--- src/rtl/ic_pkg.sv ---
// Shared definitions for the interrupt-controller service master: sizes, FSM
// encodings and saturating-increment helpers.
package ic_pkg;

  localparam int NUM_INTR       = 16;
  localparam int ID_W           = 4;
  localparam int DATA_W         = 8;
  localparam int SVC_CYCLES_DEF = 4;
  localparam int TIMEOUT_DEF    = 15;

  localparam logic [7:0]  ADDR_LIMIT  = 8'(NUM_INTR);
  localparam logic [15:0] SVC_CNT_MAX = 16'hFFFF;
  localparam logic [7:0]  HIST_MAX    = 8'hFF;

  typedef enum logic [1:0] {
    A_IDLE   = 2'd0,
    A_SETUP  = 2'd1,
    A_ACCESS = 2'd2,
    A_DONE   = 2'd3
  } apb_state_e;

  typedef enum logic [1:0] {
    S_IDLE    = 2'd0,
    S_SERVICE = 2'd1,
    S_ACK     = 2'd2,
    S_DRAIN   = 2'd3
  } svc_state_e;

  function automatic logic [15:0] sat_inc16(input logic [15:0] v);
    return (v == SVC_CNT_MAX) ? v : v + 16'd1;
  endfunction

  function automatic logic [7:0] sat_inc8(input logic [7:0] v);
    return (v == HIST_MAX) ? v : v + 8'd1;
  endfunction

endpackage

--- src/rtl/ic_apb_initiator.sv ---
// APB-style initiator: turns a held host request into one setup/access bus
// cycle with a pready timeout, and returns a one-cycle ack with data/error.
module ic_apb_initiator
  import ic_pkg::*;
#(
  parameter int TIMEOUT = TIMEOUT_DEF
) (
  input  logic              pclk_i,
  input  logic              prst_i,
  input  logic              cfg_req_i,
  input  logic              cfg_wr_i,
  input  logic [7:0]        cfg_addr_i,
  input  logic [DATA_W-1:0] cfg_wdata_i,
  output logic              cfg_ack_o,
  output logic [DATA_W-1:0] cfg_rdata_o,
  output logic              cfg_err_o,
  output logic [7:0]        paddr_o,
  output logic [DATA_W-1:0] pwdata_o,
  output logic              pwrite_o,
  output logic              penable_o,
  input  logic [DATA_W-1:0] prdata_i,
  input  logic              pready_i,
  input  logic              perror_i
);

  localparam logic [7:0] TMO_LAST = 8'(TIMEOUT - 1);

  apb_state_e        state_r, state_nxt_s;
  logic [7:0]        tmo_r, tmo_nxt_s;
  logic              err_r, err_nxt_s;
  logic [7:0]        paddr_r, paddr_nxt_s;
  logic [DATA_W-1:0] pwdata_r, pwdata_nxt_s;
  logic [DATA_W-1:0] rdata_r, rdata_nxt_s;
  logic              pwrite_r, pwrite_nxt_s;
  logic              penable_r, penable_nxt_s;
  logic              ack_r, ack_nxt_s;
  logic              cfg_err_r, cfg_err_nxt_s;
  logic              accept_s;
  logic              addr_ok_s;

  // The ack cycle itself still sees the held request, so it must not be re-accepted.
  assign accept_s  = cfg_req_i & ~ack_r;
  assign addr_ok_s = (cfg_addr_i < ADDR_LIMIT);

  // State and registered outputs; reset drops any in-flight transfer.
  always_ff @(posedge pclk_i) begin
    if (!prst_i) begin
      state_r   <= A_IDLE;
      tmo_r     <= 8'd0;
      err_r     <= 1'b0;
      paddr_r   <= 8'd0;
      pwdata_r  <= '0;
      rdata_r   <= '0;
      pwrite_r  <= 1'b0;
      penable_r <= 1'b0;
      ack_r     <= 1'b0;
      cfg_err_r <= 1'b0;
    end else begin
      state_r   <= state_nxt_s;
      tmo_r     <= tmo_nxt_s;
      err_r     <= err_nxt_s;
      paddr_r   <= paddr_nxt_s;
      pwdata_r  <= pwdata_nxt_s;
      rdata_r   <= rdata_nxt_s;
      pwrite_r  <= pwrite_nxt_s;
      penable_r <= penable_nxt_s;
      ack_r     <= ack_nxt_s;
      cfg_err_r <= cfg_err_nxt_s;
    end
  end

  // Bus FSM next-state decode.
  always_comb begin
    state_nxt_s = state_r;
    case (state_r)
      A_IDLE: begin
        if (accept_s && addr_ok_s) begin
          state_nxt_s = A_SETUP;
        end else if (accept_s) begin
          state_nxt_s = A_DONE;
        end else begin
          state_nxt_s = A_IDLE;
        end
      end
      A_SETUP:  state_nxt_s = A_ACCESS;
      A_ACCESS: begin
        if (pready_i || (tmo_r >= TMO_LAST)) begin
          state_nxt_s = A_DONE;
        end else begin
          state_nxt_s = A_ACCESS;
        end
      end
      A_DONE:   state_nxt_s = A_IDLE;
      default:  state_nxt_s = A_IDLE;
    endcase
  end

  // Bus FSM output decode; every output register gets its next value here.
  always_comb begin
    paddr_nxt_s   = paddr_r;
    pwdata_nxt_s  = pwdata_r;
    pwrite_nxt_s  = pwrite_r;
    penable_nxt_s = penable_r;
    rdata_nxt_s   = rdata_r;
    tmo_nxt_s     = tmo_r;
    err_nxt_s     = err_r;
    ack_nxt_s     = 1'b0;
    cfg_err_nxt_s = 1'b0;
    case (state_r)
      A_IDLE: begin
        if (accept_s && addr_ok_s) begin
          paddr_nxt_s   = cfg_addr_i;
          pwdata_nxt_s  = cfg_wdata_i;
          pwrite_nxt_s  = cfg_wr_i;
          penable_nxt_s = 1'b0;
          err_nxt_s     = 1'b0;
        end else if (accept_s) begin
          err_nxt_s = 1'b1;
        end else begin
          err_nxt_s = err_r;
        end
      end
      A_SETUP: begin
        penable_nxt_s = 1'b1;
        tmo_nxt_s     = 8'd0;
      end
      A_ACCESS: begin
        if (pready_i) begin
          penable_nxt_s = 1'b0;
          err_nxt_s     = perror_i;
          if (!pwrite_r) begin
            rdata_nxt_s = prdata_i;
          end else begin
            rdata_nxt_s = rdata_r;
          end
        end else if (tmo_r >= TMO_LAST) begin
          penable_nxt_s = 1'b0;
          err_nxt_s     = 1'b1;
        end else begin
          tmo_nxt_s = tmo_r + 8'd1;
        end
      end
      A_DONE: begin
        ack_nxt_s     = 1'b1;
        cfg_err_nxt_s = err_r;
      end
      default: begin
        penable_nxt_s = 1'b0;
      end
    endcase
  end

  assign cfg_ack_o   = ack_r;
  assign cfg_rdata_o = rdata_r;
  assign cfg_err_o   = cfg_err_r;
  assign paddr_o     = paddr_r;
  assign pwdata_o    = pwdata_r;
  assign pwrite_o    = pwrite_r;
  assign penable_o   = penable_r;

endmodule

--- src/rtl/ic_service_master.sv ---
// Processor-side agent for the priority interrupt controller: bus initiator for
// priority registers plus the interrupt servicing handshake. IC_SVC_HIST_EN adds a per-ID histogram.
module ic_service_master
  import ic_pkg::*;
#(
  parameter int SVC_CYCLES = SVC_CYCLES_DEF,
  parameter int TIMEOUT    = TIMEOUT_DEF
) (
  input  logic              pclk_i,
  input  logic              prst_i,
  input  logic              cfg_req_i,
  input  logic              cfg_wr_i,
  input  logic [7:0]        cfg_addr_i,
  input  logic [DATA_W-1:0] cfg_wdata_i,
  output logic              cfg_ack_o,
  output logic [DATA_W-1:0] cfg_rdata_o,
  output logic              cfg_err_o,
  output logic [7:0]        paddr_o,
  output logic [DATA_W-1:0] pwdata_o,
  output logic              pwrite_o,
  output logic              penable_o,
  input  logic [DATA_W-1:0] prdata_i,
  input  logic              pready_i,
  input  logic              perror_i,
  input  logic              intr_valid_i,
  input  logic [ID_W-1:0]   intr_to_service_i,
  output logic              intr_serviced_o,
  output logic              svc_busy_o,
  output logic [ID_W-1:0]   svc_id_o,
  output logic [15:0]       svc_count_o
`ifdef IC_SVC_HIST_EN
  ,
  input  logic [ID_W-1:0]   hist_sel_i,
  output logic [7:0]        hist_cnt_o
`endif
);

  localparam logic [7:0] SVC_LOAD = 8'(SVC_CYCLES);

  svc_state_e      svc_state_r, svc_state_nxt_s;
  logic [7:0]      cnt_r, cnt_nxt_s;
  logic            busy_r, busy_nxt_s;
  logic [ID_W-1:0] id_r, id_nxt_s;
  logic            serviced_r, serviced_nxt_s;
  logic [15:0]     count_r, count_nxt_s;

  ic_apb_initiator #(
    .TIMEOUT (TIMEOUT)
  ) u_apb (
    .pclk_i      (pclk_i),
    .prst_i      (prst_i),
    .cfg_req_i   (cfg_req_i),
    .cfg_wr_i    (cfg_wr_i),
    .cfg_addr_i  (cfg_addr_i),
    .cfg_wdata_i (cfg_wdata_i),
    .cfg_ack_o   (cfg_ack_o),
    .cfg_rdata_o (cfg_rdata_o),
    .cfg_err_o   (cfg_err_o),
    .paddr_o     (paddr_o),
    .pwdata_o    (pwdata_o),
    .pwrite_o    (pwrite_o),
    .penable_o   (penable_o),
    .prdata_i    (prdata_i),
    .pready_i    (pready_i),
    .perror_i    (perror_i)
  );

  // Service FSM state and registered outputs.
  always_ff @(posedge pclk_i) begin
    if (!prst_i) begin
      svc_state_r <= S_IDLE;
      cnt_r       <= 8'd0;
      busy_r      <= 1'b0;
      id_r        <= '0;
      serviced_r  <= 1'b0;
      count_r     <= 16'd0;
    end else begin
      svc_state_r <= svc_state_nxt_s;
      cnt_r       <= cnt_nxt_s;
      busy_r      <= busy_nxt_s;
      id_r        <= id_nxt_s;
      serviced_r  <= serviced_nxt_s;
      count_r     <= count_nxt_s;
    end
  end

  // Service FSM next-state decode; a dropped valid aborts without completing.
  always_comb begin
    svc_state_nxt_s = svc_state_r;
    case (svc_state_r)
      S_IDLE: begin
        if (intr_valid_i) begin
          svc_state_nxt_s = S_SERVICE;
        end else begin
          svc_state_nxt_s = S_IDLE;
        end
      end
      S_SERVICE: begin
        if (!intr_valid_i) begin
          svc_state_nxt_s = S_IDLE;
        end else if (cnt_r <= 8'd1) begin
          svc_state_nxt_s = S_ACK;
        end else begin
          svc_state_nxt_s = S_SERVICE;
        end
      end
      S_ACK:   svc_state_nxt_s = S_DRAIN;
      S_DRAIN: begin
        if (!intr_valid_i) begin
          svc_state_nxt_s = S_IDLE;
        end else begin
          svc_state_nxt_s = S_DRAIN;
        end
      end
      default: svc_state_nxt_s = S_IDLE;
    endcase
  end

  // Service FSM output decode; pulse and count land together on entry to S_ACK.
  always_comb begin
    cnt_nxt_s      = cnt_r;
    busy_nxt_s     = busy_r;
    id_nxt_s       = id_r;
    serviced_nxt_s = 1'b0;
    count_nxt_s    = count_r;
    case (svc_state_r)
      S_IDLE: begin
        if (intr_valid_i) begin
          id_nxt_s   = intr_to_service_i;
          busy_nxt_s = 1'b1;
          cnt_nxt_s  = SVC_LOAD;
        end else begin
          busy_nxt_s = 1'b0;
        end
      end
      S_SERVICE: begin
        if (!intr_valid_i) begin
          busy_nxt_s = 1'b0;
          cnt_nxt_s  = 8'd0;
        end else if (cnt_r <= 8'd1) begin
          serviced_nxt_s = 1'b1;
          count_nxt_s    = sat_inc16(count_r);
          cnt_nxt_s      = 8'd0;
        end else begin
          cnt_nxt_s = cnt_r - 8'd1;
        end
      end
      S_ACK: begin
        busy_nxt_s = 1'b1;
      end
      S_DRAIN: begin
        if (!intr_valid_i) begin
          busy_nxt_s = 1'b0;
        end else begin
          busy_nxt_s = 1'b1;
        end
      end
      default: begin
        busy_nxt_s = 1'b0;
        cnt_nxt_s  = 8'd0;
      end
    endcase
  end

  assign intr_serviced_o = serviced_r;
  assign svc_busy_o      = busy_r;
  assign svc_id_o        = id_r;
  assign svc_count_o     = count_r;

`ifdef IC_SVC_HIST_EN
  logic [7:0] hist_r [NUM_INTR];

  // Per-ID service histogram, bumped in step with the serviced pulse.
  always_ff @(posedge pclk_i) begin
    for (int i = 0; i < NUM_INTR; i++) begin
      if (!prst_i) begin
        hist_r[i] <= 8'd0;
      end else if (serviced_nxt_s && (id_r == ID_W'(i))) begin
        hist_r[i] <= sat_inc8(hist_r[i]);
      end else begin
        hist_r[i] <= hist_r[i];
      end
    end
  end

  assign hist_cnt_o = hist_r[hist_sel_i];
`endif

endmodule

--- config.mk ---
export PLATFORM = sky130hd
export DESIGN_NAME = ic_service_master
export DESIGN_NICKNAME = d
export VERILOG_FILES = /design/src/rtl/ic_pkg.sv /design/src/rtl/ic_apb_initiator.sv /design/src/rtl/ic_service_master.sv
export SDC_FILE = /design/constraint.sdc
export NUM_CORES = 1
export LEC_CHECK = 0
export ABC_CLOCK_PERIOD_IN_PS = 3500
export BUFFER_PORTS_ARGS = -buffer_cell sky130_fd_sc_hd__buf_2
export CORE_AREA = 2 2 94 74
export CTS_CLUSTER_SIZE = 20
export DETAILED_ROUTE_END_ITERATION = 16
export DIE_AREA = 0 0 96 76
export GPL_ROUTABILITY_DRIVEN = 0
export PLACE_DENSITY = 0.82
export SETUP_SLACK_MARGIN = 0.15
export SYNTH_ARGS = -nofsm -noshare
export SYNTH_HDL_FRONTEND = slang
export SYNTH_HIERARCHICAL = 1
export SYNTH_SLANG_ARGS = --single-unit
--- constraint.sdc ---
create_clock -name pclk_i -period 3.5 [get_ports pclk_i]
set_clock_uncertainty 0.2 [all_clocks]
set_input_delay 0.175 -clock pclk_i [delete_from_list [all_inputs] [get_ports pclk_i]]
set_output_delay 0.175 -clock pclk_i [all_outputs]
set_load 0.01 [all_outputs]
### Yosys cells after proc, flatten, opt, wreduce, memory -nomap -nowiden

Index checks and enable logic that the tools add are counted.

| operators by class | value |
|---|---|
| $add $sub $neg | 3 |
| order comparisons | 3 |
| equal/unequal tests | 14 |
| muxes and demuxes | 30 |
| bitwise operators | 4 |
| reduce and logical (&&, ||, !) cells | 19 |

Operator list:

| kind | count |
|---|---|
| $mux W8 | 5 |
| $pmux W8 S2 | 2 |
| $add A16 B1 Y16 const B | 1 |
| $eq A16 B16 Y1 const B | 1 |
| $pmux W2 S4 | 2 |
| $reduce_and A3 Y1 | 5 |
| $mux W1 | 13 |
| $mux W2 | 5 |
| $add A8 B1 Y8 const B | 1 |
| $eq A2 B2 Y1 const B | 4 |
| $ge A8 B4 Y1 const B | 1 |
| $le A8 B1 Y1 const B | 1 |
| $lt A8 B5 Y1 const B | 1 |
| $ne A2 B2 Y1 const B | 4 |
| $reduce_and A2 Y1 | 4 |
| $sub A8 B1 Y8 const B | 1 |
| $pmux W1 S3 | 2 |
| $reduce_bool A2 Y1 | 3 |
| $eq A2 B1 Y1 const B | 2 |
| $logic_not A2 Y1 | 2 |
| $reduce_and A4 Y1 | 1 |
| $ne A3 B1 Y1 const B | 1 |
| $ne A3 B2 Y1 const B | 1 |
| $not A1 Y1 | 3 |
| 7 further kinds | 7 |

| storage, ports and cells | value |
|---|---|
| register bits after elaboration | 71 |
| bits of input ports | 35 |
| output and inout port bits | 50 |
| word-level logic and storage cells | 89 |

### Longest topological paths before layout

Gate-level depths: netlist of the first run.

| depth | value |
|---|---|
| word-level depth | 5 |
| gate-level depth with buffers | 8 |
| depth with buffers taken out | 6 |

### Cells and area by module

The synthesis of the first run kept the hierarchy.

By module, submodules not included:

| module | times used | cells each | area an instance (µm²) | sequential area each (µm²) |
|---|---|---|---|---|
| ic_service_master | 1 | 200 | 1686.6 | 640.6 |
| ic_apb_initiator | 1 | 163 | 1581.5 | 780.7 |

### Worst setup path after synthesis of the first run

OpenSTA, ideal clock, no wires.

| path | value |
|---|---|
| path type | flip-flop to flip-flop |
| from | register cnt_r[3] |
| to | register count_r[11] (netlist: svc_count_o[11]) |
| setup time | 0.072 ns |
| arrival time | 2.164 ns |
| data required time | 3.228 ns |
| path slack | 1.064 ns |
| cell stages (with the launch flop) | 7 |
| buffers on the path | 2 |
| period minus slack after synthesis | 2.436 ns |
| cells stage by stage | dfxtp_1 -> or4_1 -> or4b_1 -> clkbuf_2 -> buf_6 -> nor4_1 -> mux2i_1 |

| between the ends | value |
|---|---|
| word-level cells in the longest chain between the ends | 2 |

RTL lines:

| element | RTL line | source |
|---|---|---|
| start, declared | ic_service_master.sv:41 | `logic [7:0] cnt_r, cnt_nxt_s;` |
| start signal, assigned | ic_service_master.sv:79 | `cnt_r <= cnt_nxt_s;` |
| $le A8 B1 Y1 | ic_service_master.sv:140 | `end else if (cnt_r <= 8'd1) begin` |
| $reduce_and A4 Y1 (no line) | -- |  |
| end signal, assigned | ic_service_master.sv:83 | `count_r <= count_nxt_s;` |
| end, declared | ic_service_master.sv:45 | `logic [15:0] count_r, count_nxt_s;` |

Every way passes these cells.
A chain may end at the register's enable or synchronous reset.

### Worst setup path in the final report of the first run

| path | value |
|---|---|
| from | register cnt_r[3] |
| to | register count_r[14] (netlist: svc_count_o[14]) |

Same word-level chain as after synthesis.

==> results of run 1 <==
## per-layer routing
| layer | up-vias | share of wire [%] | routed length [um] | track usage, % |
|---|---|---|---|---|
| li1 | 1512 | - | - | - |
| met1 | 1440 | 44 | 3370 | 27.5 |
| met2 | 99 | 48 | 3730 | 35.0 |
| met3 | 18 | 5.9 | 452 | 5.74 |
| met4 | 0 | 1.9 | 148 | 8.14 |
| met5 | - | 0 | 0 | 0 |
## worst max-delay path: stages (launching register included)
cell	delay [ps]
dfxtp_1	370
or4_1	550
or4b_1	900
or4_1	620
a21oi_1	150
## synth_stat cells (7+ instances only)
cell / number
nor2b_1: 12
o21ai_0: 7
and3_1: 11
inv_1: 12
nor4_1: 9
a21boi_0: 14
ha_1: 14
a21oi_1: 18
dfxtp_1: 71
nand2_1: 52
nand2b_1: 9
mux2i_1: 17
o31ai_1: 8
nor2_1: 15
nand4_1: 8
nand3_1: 12
clkbuf_1: 7
or4_1: 7
## cell usage in the layout, fill, tap and decap left out, types with 3 or more instances in the layout
| cell | synthesis | layout |
|---|---|---|
| and4_1 | 3 | 3 |
| and3_1 | 11 | 11 |
| and2_1 | 3 | 3 |
| nand2b_1 | 9 | 9 |
| nor2_1 | 15 | 15 |
| a31oi_1 | 4 | 4 |
| dfxtp_1 | 71 | 71 |
| mux2i_1 | 17 | 17 |
| ha_1 | 14 | 14 |
| or3_1 | 3 | 3 |
| or4_1 | 7 | 7 |
| a211oi_1 | 3 | 3 |
| o31ai_1 | 8 | 8 |
| clkinv_2 | 0 | 4 |
| o21ai_0 | 7 | 7 |
| nor4_1 | 9 | 8 |
| dlygate4sd3_1 | 0 | 30 |
| buf_2 | 2 | 84 |
| a21boi_0 | 14 | 14 |
| clkbuf_8 | 2 | 11 |
| nand2_1 | 52 | 52 |
| inv_1 | 12 | 12 |
| nand4_1 | 8 | 8 |
| nor2b_1 | 12 | 12 |
| nor3_1 | 5 | 5 |
| a21oi_1 | 18 | 18 |
| xor2_1 | 3 | 3 |
| nand3_1 | 12 | 12 |
| or2_2 | 3 | 3 |
## registers in the layout (all words and copies together), names as in the netlist, 2 cells and up
name,count
svc_state_r,2
u_apb/paddr_o,8
svc_count_o,16
svc_id_o,4
cnt_r,8
u_apb/tmo_r,8
u_apb/cfg_rdata_o,8
u_apb/state_r,2
u_apb/pwdata_o,8
## worst max path at each step
stage | to | slack (ps) | cells after the start
floorplan | svc_count_o[11]$_SDFFE_PN0P_ | 1060 | 6
global placement | svc_count_o[6]$_SDFFE_PN0P_ | 700 | 4
detailed placement | svc_count_o[14]$_SDFFE_PN0P_ | 650 | 4
CTS | svc_count_o[14]$_SDFFE_PN0P_ | 640 | 4
global route | svc_count_o[14]$_SDFFE_PN0P_ | 460 | 4
finish | svc_count_o[14]$_SDFFE_PN0P_ | 630 | 4
## power groups by stage
stage                     combinational [mW]  clock [mW]  sequential (mW)
final                                  0.229       0.580            0.854
after floorplan                        0.137           0            0.873
after global placement                 0.190           0            0.869
after global routing                   0.255       0.630            0.857
after detailed placement               0.198           0            0.871
after CTS                              0.225       0.595            0.853
## timing repair
item	CTS	global route
gates resized for setup	0	0
endpoints found under the setup margin	0	0
hold endpoints to repair	26	0
hold buffers	30	0
## logic make-up (layout without fill, tap and decap cells)
group	count (synthesis)	count (layout)	share of synthesized area [%]
and+or+nand+nor	159	159	26.2
AOI/OAI and AO/OA	67	67	13.5
adders and majority gates	14	14	5.36
DFF	71	71	43.5
xor gates and xnor gates	5	5	1.34
muxes	18	18	5.55
buffers and inverters	29	145	4.52
## layout make-up
class,instances,share of cell area [%]
Tap cell,84,2.51
Clock inverter,4,0.478
Clock buffer,12,3.70
Timing Repair Buffer,116,17.6
Inverter,13,1.16
Multi-Input combinational cell,263,40.7
Sequential cell,71,33.9
## through the flow
step | instances | power (mW)
detailed placement | 517 | 1.07
global placement | 517 | 1.06
global route | 563 | 1.74
floorplan | 363 | 1.01
CTS | 563 | 1.67
finish | 563 | 1.66
==> metrics, run 1 <==
status=finished, final reports clean; ys flop type=dfxtp_1; fin util=about two thirds; max cap viols=0; max-slew violation count=0; hold endpoint=u_apb/err_r$_SDFFE_PN0P_; Seq pwr share=about 51%; hold path cells=3; worst setup margin=roughly 630 ps; Antenna Nets Post-Route=0; Mapped Avg Cell Area=between 9 and 10 um2; Setup crit end kind=flip-flop; Clk Latency, worst-skew pair=roughly 350 ps; setup_tns=0 ps; nets=around 520; Fin. Hold Viols=0; Comb pwr share=~14%; initial antenna violation count=0; Hold Startpoint=perror_i; initial DRC count=~170; total number of vias=roughly 3100; Int Pwr=1.23 mW; Synth area leader=dfxtp_1; IO Count=85; post-CTS setup buffer count=0; Seq cells post-synth=~70; total track usage=between 20% and 30%; area grow syn2layout=28.3%; die height=76 um; Clock Sinks=a little over 70; number of global-route vias before repair=around 2800; fillers=a little over 500; WHS=46.5 ps; Mapped Area=between 3000 and 4000 um2; share of layout cells above drive strength 1=a little under a quarter; worst-path fanout max=26; largest net degree at the start of global routing=54; WL per Instance=between 10 and 15 um; top-area cell type share of the netlist area=between 40% and 50%; CP Launch Point=cnt_r[3]$_SDFFE_PN0P_; area taken by multi-input logic gates=roughly 1700 um2; critical path data arrival time=around 2900 ps; Max Buffers Root-to-Sink=2; worst-margin pin slew=760 ps; Core ar.=roughly 6500 um2; Die Width=about 96 um; Overflow after GRT=0; CTS HTree Levels=3; reg2reg path depth=4; Reg area=~1400 um2; # DRC=0; Vias/cell=roughly 5.5; sequential element share of the synthesized area=a little over two fifths; Reg clk slew, reported paths=70 ps; CTS tree=done; unrepaired setup endpoints after global routing=no; Initial Util=between 50% and 60%; Max IR drop VDD=approximately 190 uV; worst rel slew slack=between 40 and 50%; Worst R2R End=svc_count_o[14]$_SDFFE_PN0P_; switching share of power=between 20 and 30%; post-synth cell types=51; R2R Setup Slk=about 630 ps; Synth area leaders=dfxtp_1 43%, nand2_1 6.0%, ha_1 5.4%; crit path launch type=flip-flop; pre-CTS WS=between 600 and 700 ps; Final Setup Violations=0; fmax=about 350 MHz; Syn Nets=about 400; first-pass GRT wire length=12600 um; period utilization=between 80% and 90%; Post-synth EDFFs=0; min Tclk post-route=around 2900 ps; switching power=~430 uW; FF-to-FF Start=cnt_r[3]$_SDFFE_PN0P_; final instance area=approximately 4200 um2; HPWL Detailed=4950 um; async set-reset flop share out of synthesis=0%; Leakage=1.84 nW; Power Dens Cells=between 300 and 400 nW/um2; TritonCTS buffer count=9; Port Buffer Count=between 80 and 90; Synth Warn #=6; gate count after technology mapping=around 360; CTS Root Cell=clkbuf_8; n_diodes=0; Post-DP Area=approximately 3700 um2; critical path data required time=between 3000 and 4000 ps; die area=7300 um2; site row count=26; worst hold path class=in -> reg; Clk network pwr share=34.9%; WS Path Type=reg -> reg; TritonRoute pass-1 iters=4; WL final=around 7700 um
(Power assumes the default switching activity.)
==> run 2: changes to the inputs <==
--- a/config.mk
+++ b/config.mk
@@ -5,14 +5,15 @@
 export SDC_FILE = /design/constraint.sdc
 export NUM_CORES = 1
 export LEC_CHECK = 0
-export ABC_CLOCK_PERIOD_IN_PS = 3500
+export ABC_AREA = 1
+export ABC_CLOCK_PERIOD_IN_PS = 2600
 export BUFFER_PORTS_ARGS = -buffer_cell sky130_fd_sc_hd__buf_2
-export CORE_AREA = 2 2 94 74
+export CORE_AREA = 2 2 101 79
 export CTS_CLUSTER_SIZE = 20
 export DETAILED_ROUTE_END_ITERATION = 16
-export DIE_AREA = 0 0 96 76
+export DIE_AREA = 0 0 103 81
 export GPL_ROUTABILITY_DRIVEN = 0
-export PLACE_DENSITY = 0.82
+export PLACE_DENSITY = 0.78
 export SETUP_SLACK_MARGIN = 0.15
 export SYNTH_ARGS = -nofsm -noshare
 export SYNTH_HDL_FRONTEND = slang
==> constraint.sdc (replaced) <==
create_clock -name pclk_i -period 2.6 [get_ports pclk_i]
set_clock_uncertainty 0.2 [all_clocks]
set_input_delay 0.13 -clock pclk_i [delete_from_list [all_inputs] [get_ports pclk_i]]
set_output_delay 0.13 -clock pclk_i [all_outputs]
set_load 0.01 [all_outputs]
==> run 2 against run 1 <==
Critical path type is now in -> reg. First-iteration DRC count shrank 21%. Global-route usage up 0.46 points. Largest cell class unchanged. Worst hold slack better by 37 ps.
==> metrics, run 2 <==
pre-CTS WS=629 ps; worst setup margin=402 ps; area grow syn2layout=30.5%; status=finished, final reports clean; top-area cell type share of the netlist area=a little over 40%; Final Power=approximately 2.6 mW; Max Buffers Root-to-Sink=2; cts hold-fix bufs=30; Comb pwr share=around an eighth; Clk network pwr share=a little over two fifths; CP Launch Point=cfg_addr_i[7]; switching power=652 uW; Synth area leaders=dfxtp_1 41%, nor2_1 11%, nand2_1 9.6%; CP bufs+invs=4; critical path data required time=2630 ps; switching share of power=between 20% and 30%; Mapped Avg Cell Area=between 7 and 8 um2; gate count after technology mapping=470; Int Pwr=approximately 1.9 mW; die area=8340 um2; post-CTS setup buffer count=0; critical path data arrival time=2230 ps; TritonRoute pass-1 iters=4; setup_tns=0 ps; reg2reg path depth=9; Seq pwr share=~45%; IO Count=85; commonest cells after routing, fill and taps aside=97 x nor2_1, 88 x nand2_1, 84 x buf_2; Worst R2R End=svc_count_o[1]$_SDFFE_PN0P_; Synth area leader=dfxtp_1; sequential element share of the synthesized area=between 40 and 50%; WS Path Type=in -> reg; CTS HTree Levels=3; Setup crit end kind=flip-flop; # DRC=0; unrepaired setup endpoints after global routing=no; ys flop type=dfxtp_1; TritonCTS buffer count=9; HPWL Detailed=~5800 um; most frequent CP cell=dlygate4sd3_1; first-pass GRT wire length=14500 um; number of global-route vias before repair=around 3300; critical-path cell list=dlygate4sd3_1 -> buf_2 -> nor2_2 -> dlygate4sd3_1 -> nand2_1 -> dlygate4sd3_1 -> nand3_1 -> a21oi_1; R2R Setup Slk=590 ps; FF-to-FF Start=cnt_r[0]$_SDFFE_PN0P_; min Tclk post-route=2200 ps; crit-path leading delay family=buffers and inverters; Initial Util=between 40 and 50%; post-cts gate resize count=0; Clk Latency, worst-skew pair=350 ps; Syn Nets=around 520; Port Buffer Count=between 80 and 90; Final Setup Violations=0; Mapped Area=about 3400 um2; Commonest cells post-synth=97 x nor2_1, 88 x nand2_1, 71 x dfxtp_1; Vias/cell=~4.8; worst hold path class=in -> reg; n_diodes=0; most common cell after layout, fill and taps aside=nor2_1; Synth Warn #=6; fmax=455 MHz; Max IR drop VDD=between 300 and 400 uV; Fin. Hold Viols=0; CTS Root Cell=clkbuf_8; hold path cells=6; site row count=28; initial antenna violation count=0; Antenna Nets Post-Route=0; critical path depth=8; max incr delay on CP=~560 ps; Core ar.=between 7000 and 8000 um2; Setup crit end=u_apb/state_r[1]$_SDFF_PN0_; period utilization=84.6%; Clock Sinks=71; max cap viols=0; Power Dens Cells=570 nW/um2; worst-margin pin slew=about 580 ps; crit path launch type=input port; Overflow after GRT=0; Seq cells post-synth=71; total number of vias=~3400; worst rel slew slack=between 60% and 70%; largest net degree at the start of global routing=35; total track usage=approximately 22%; Post-synth EDFFs=0; Reg clk slew, reported paths=~80 ps; worst-path fanout max=2; Leakage=~2.1 nW; most numerous cell in the Yosys netlist=nor2_1; max-slew violation count=0; initial DRC count=132; WL final=8640 um; nets=~640; die height=81 um; post-synth cell types=33; CTS tree=done; Die Width=~100 um; CP max stage cell=dlygate4sd3_1; WL per Instance=between 10 and 15 um; share of layout cells above drive strength 1=23.1%; max reg flops=16; async set-reset flop share out of synthesis=0%
-- run 2: worst register-to-register path: stages, from the launching register on --
cell and delay, ps:
dfxtp_1 340, inv_1 100, ha_1 210, nor2_1 60, nor2_1 140, nand3_1 210, inv_2 230, nand2_4 160
o21ai_0 200, nor2_1 60
-- run 2: metal layers --
metal	up-vias	wire length [um]	global-route usage [%]
li1	1727	-	-
met1	1531	3950	27.9
met2	97	4090	37.1
met3	11	500	6.54
met4	0	108	6.05
met5	-	0	0
-- run 2: cell type report --
cell class | instances | area, um2
multi-input cells | 340 | 1770
inverters | 52 | 198
clock buffers | 9 | 124
flip-flops and latches | 71 | 1420
fillers | 684 | 3010
clock inverters | 7 | 119
well taps | 105 | 131
repair buffers | 115 | 728
-- run 2: metrics by stage --
| stage | utilization [%] | hold slack (ps) | instances | instance area [um2] |
|---|---|---|---|---|
| final | 59.9 | 83.5 | 699 | 4490 |
| after floorplan | - | 55.1 | 470 | 3440 |
| after detailed placement | 52.6 | 162 | 653 | 3950 |
| after global routing | 59.9 | 91.3 | 699 | 4490 |
| after CTS | 59.9 | 62.1 | 699 | 4490 |
| after global placement | 52.6 | 151 | 653 | 3950 |
-- run 2: power by group through the flow --
stage / Clock, mW / Combinational (mW) / Sequential, mW
6_report: 1.07 / 0.331 / 1.16
5_1_grt: 1.14 / 0.371 / 1.16
4_1_cts: 1.09 / 0.326 / 1.16
3_5_place_dp: 0 / 0.291 / 1.18
3_3_place_gp: 0 / 0.281 / 1.18
2_1_floorplan: 0 / 0.186 / 1.19
-- run 2: worst min-delay path by stage --
stage / from / end
2_1_floorplan: prst_i / u_apb/tmo_r[4]$_SDFFE_PN0P_
3_3_place_gp: prdata_i[0] / u_apb/cfg_rdata_o[0]$_SDFFE_PN0P_
3_5_place_dp: cfg_addr_i[0] / u_apb/paddr_o[0]$_SDFFE_PN0P_
4_1_cts: cfg_addr_i[6] / u_apb/pwdata_o[6]$_SDFFE_PN0P_
5_1_grt: cfg_addr_i[6] / u_apb/paddr_o[0]$_SDFFE_PN0P_
6_report: cfg_addr_i[6] / u_apb/pwdata_o[5]$_SDFFE_PN0P_
-- run 2: kinds of logic after synthesis --
family	after synthesis	share of synthesized area, %
buffers and inverters	59	7.28
xor gates and xnor gates	10	2.55
and+or+nand+nor	248	33.3
DFF	71	41.3
AOI/OAI and AO/OA	68	10.5
adders and majority gates	14	5.09
==> run 3: changes to the inputs <==
--- a/config.mk
+++ b/config.mk
@@ -5,15 +5,15 @@
 export SDC_FILE = /design/constraint.sdc
 export NUM_CORES = 1
 export LEC_CHECK = 0
-export ABC_AREA = 1
-export ABC_CLOCK_PERIOD_IN_PS = 2600
+export ABC_AREA = 0
+export ABC_CLOCK_PERIOD_IN_PS = 1800
 export BUFFER_PORTS_ARGS = -buffer_cell sky130_fd_sc_hd__buf_2
-export CORE_AREA = 2 2 101 79
+export CORE_AREA = 2 2 100 78
 export CTS_CLUSTER_SIZE = 20
 export DETAILED_ROUTE_END_ITERATION = 16
-export DIE_AREA = 0 0 103 81
+export DIE_AREA = 0 0 102 80
 export GPL_ROUTABILITY_DRIVEN = 0
-export PLACE_DENSITY = 0.78
+export PLACE_DENSITY = 0.77
 export SETUP_SLACK_MARGIN = 0.15
 export SYNTH_ARGS = -nofsm -noshare
 export SYNTH_HDL_FRONTEND = slang
==> constraint.sdc (replaced) <==
create_clock -name pclk_i -period 1.8 [get_ports pclk_i]
set_clock_uncertainty 0.2 [all_clocks]
set_input_delay 0.09 -clock pclk_i [delete_from_list [all_inputs] [get_ports pclk_i]]
set_output_delay 0.09 -clock pclk_i [all_outputs]
set_load 0.01 [all_outputs]
==> run 3 against run 2 <==
First-iteration DRC count up 17%. Global-route usage down 0.49 points. Non-clock buffer count up 56. Critical path type is now reg -> reg. Clock power up 33%. Total power up 49%. Combinational power up 120%. The run now ends with setup timing left. Sequential power up 42%. Setup slack worse by 1000 ps. Cell count down 9.2%. Core utilization up 11 points. Routed wire length up 8.4%. Sequential share of layout area down 3.6 points.
==> metrics, run 3 (same netlist as run 1, synthesis figures left out) <==
status=finished with violations; failing checks=setup timing; site row count=27; IO Count=between 80 and 90; FF-to-FF Start=cnt_r[6]$_SDFFE_PN0P_; initial DRC count=about 160; Core ar.=between 7000 and 8000 um2; Power Dens Cells=746 nW/um2; largest net degree at the start of global routing=54; most common cell after layout, fill and taps aside=buf_2; critical path data required time=1860 ps; DP Cell Count=580; Antenna Nets Post-Route=0; WL final=9360 um; Max IR drop VDD=just over 400 uV; worst-path fanout max=11; Initial Util=45.6%; Clk network pwr share=between 30 and 40%; max-slew violation count=0; Max Buffers Root-to-Sink=2; Reg clk slew, reported paths=roughly 80 ps; CTS Root Cell=clkbuf_8; Die Width=102 um; setup_tns=-9880 ps; # DRC=0; area grow syn2layout=56.1%; WL per Instance=between 10 and 15 um; TritonCTS buffer count=9; period utilization=134%; R2R Setup Slk=-610 ps; critical path data arrival time=around 2500 ps; Int Pwr=approximately 2.8 mW; Final Setup Violations=25; max cap viols=0; worst hold path class=in -> reg; CP Launch Point=cnt_r[6]$_SDFFE_PN0P_; Vias/cell=between 5 and 6; max reg flops=16; Port Buffer Count=84; total track usage=a little over a fifth; total number of vias=about 3300; Overflow after GRT=0; HPWL Detailed=about 5600 um; worst-margin pin slew=roughly 570 ps; die area=around 8200 um2; first-pass GRT wire length=14000 um; worst rel slew slack=61.9%; Post-DP Area=between 4000 and 5000 um2; CTS HTree Levels=3; switching power=between 1 and 1.5 mW; commonest cells after routing, fill and taps aside=84 x buf_2, 61 x dfxtp_1, 52 x nand2_1; Hold Startpoint=prst_i; switching share of power=between 20% and 30%; WS Path Type=reg -> reg; crit path launch type=flip-flop; Clk Latency, worst-skew pair=~350 ps; initial antenna violation count=0; number of global-route vias before repair=about 3100; Fin. Hold Viols=0; die height=~80 um; Setup crit end kind=flip-flop; fmax=415 MHz; Comb pwr share=between 10% and 20%; nets=a little under 600; CTS tree=done; final instance area=a little over 5000 um2; Seq pwr share=between 40% and 50%; min Tclk post-route=2410 ps; share of layout cells above drive strength 1=41.2%; Clock Sinks=a little over 70; unrepaired setup endpoints after global routing=yes; n_diodes=0; Final Non-Filler Cells=roughly 640; Leakage=about 2.2 nW; TritonRoute pass-1 iters=4; worst setup margin=-611 ps
[run 3: timing repair]
| item | in CTS | in global routing |
|---|---|---|
| pin swaps | 18 | 16 |
| hold buffers | 27 | 0 |
| buffers inserted | 3 | 8 |
| endpoints found under the hold margin | 26 | 0 |
| gates resized for setup | 49 | 25 |
| gates cloned | 1 | 0 |
| setup endpoints to repair | 43 | 56 |
[run 3: area by class of cell]
| cell class | instances | area (um2) |
|---|---|---|
| repair buffers | 171 | 1200 |
| multi-input cells | 263 | 2060 |
| fillers | 515 | 2060 |
| inverters | 13 | 53.8 |
| clock inverters | 6 | 93.8 |
| flip-flops and latches | 71 | 1430 |
| clock buffers | 10 | 128 |
| well taps | 101 | 126 |
[run 3: worst max-delay path, cell delays in order (launching register included)]
cell and delay, ps:
dfxtp_2 320, or4_4 530, or4b_4 520, buf_12 160
or4_1 460, a21oi_1 150
[run 3: through the flow]
stage               power [mW]  setup WS (ps)  utilization (%)  hold slack, ps
finish                    3.81           -611             71.2            57.9
global route              3.96           -670             71.2            76.9
CTS                       3.73           -615             68.8            43.5
detailed placement        2.17           -655             58.2             148
global placement          2.15           -593             58.2             140
floorplan                 1.98           -522                -            34.9
[run 3: final timing paths]
kind | endpoint | cells after the start
worst max register to register | svc_count_o[10]$_SDFFE_PN0P_ | 5
worst min register to register | svc_id_o[2]$_SDFFE_PN0P_ | 2
worst min-delay path | svc_count_o[2]$_SDFFE_PN0P_ | 3
worst max-delay path | svc_count_o[10]$_SDFFE_PN0P_ | 5
[run 3: power groups by stage]
| stage | registers [mW] | logic (mW) | clock network [mW] |
|---|---|---|---|
| finish | 1.65 | 0.730 | 1.42 |
| global route | 1.66 | 0.784 | 1.52 |
| CTS | 1.65 | 0.636 | 1.44 |
| detailed placement | 1.68 | 0.489 | 0 |
| global placement | 1.68 | 0.472 | 0 |
| floorplan | 1.70 | 0.285 | 0 |
[run 3: layer usage]
layer | share of wire, % | global-route usage, % | up-vias | routed length (um)
li1 | - | - | 1625 | -
met1 | 43 | 24.6 | 1577 | 4030
met2 | 52 | 39.6 | 86 | 4910
met3 | 3.6 | 5.87 | 11 | 341
met4 | 0.88 | 6.00 | 0 | 82
met5 | 0 | 0 | - | 0
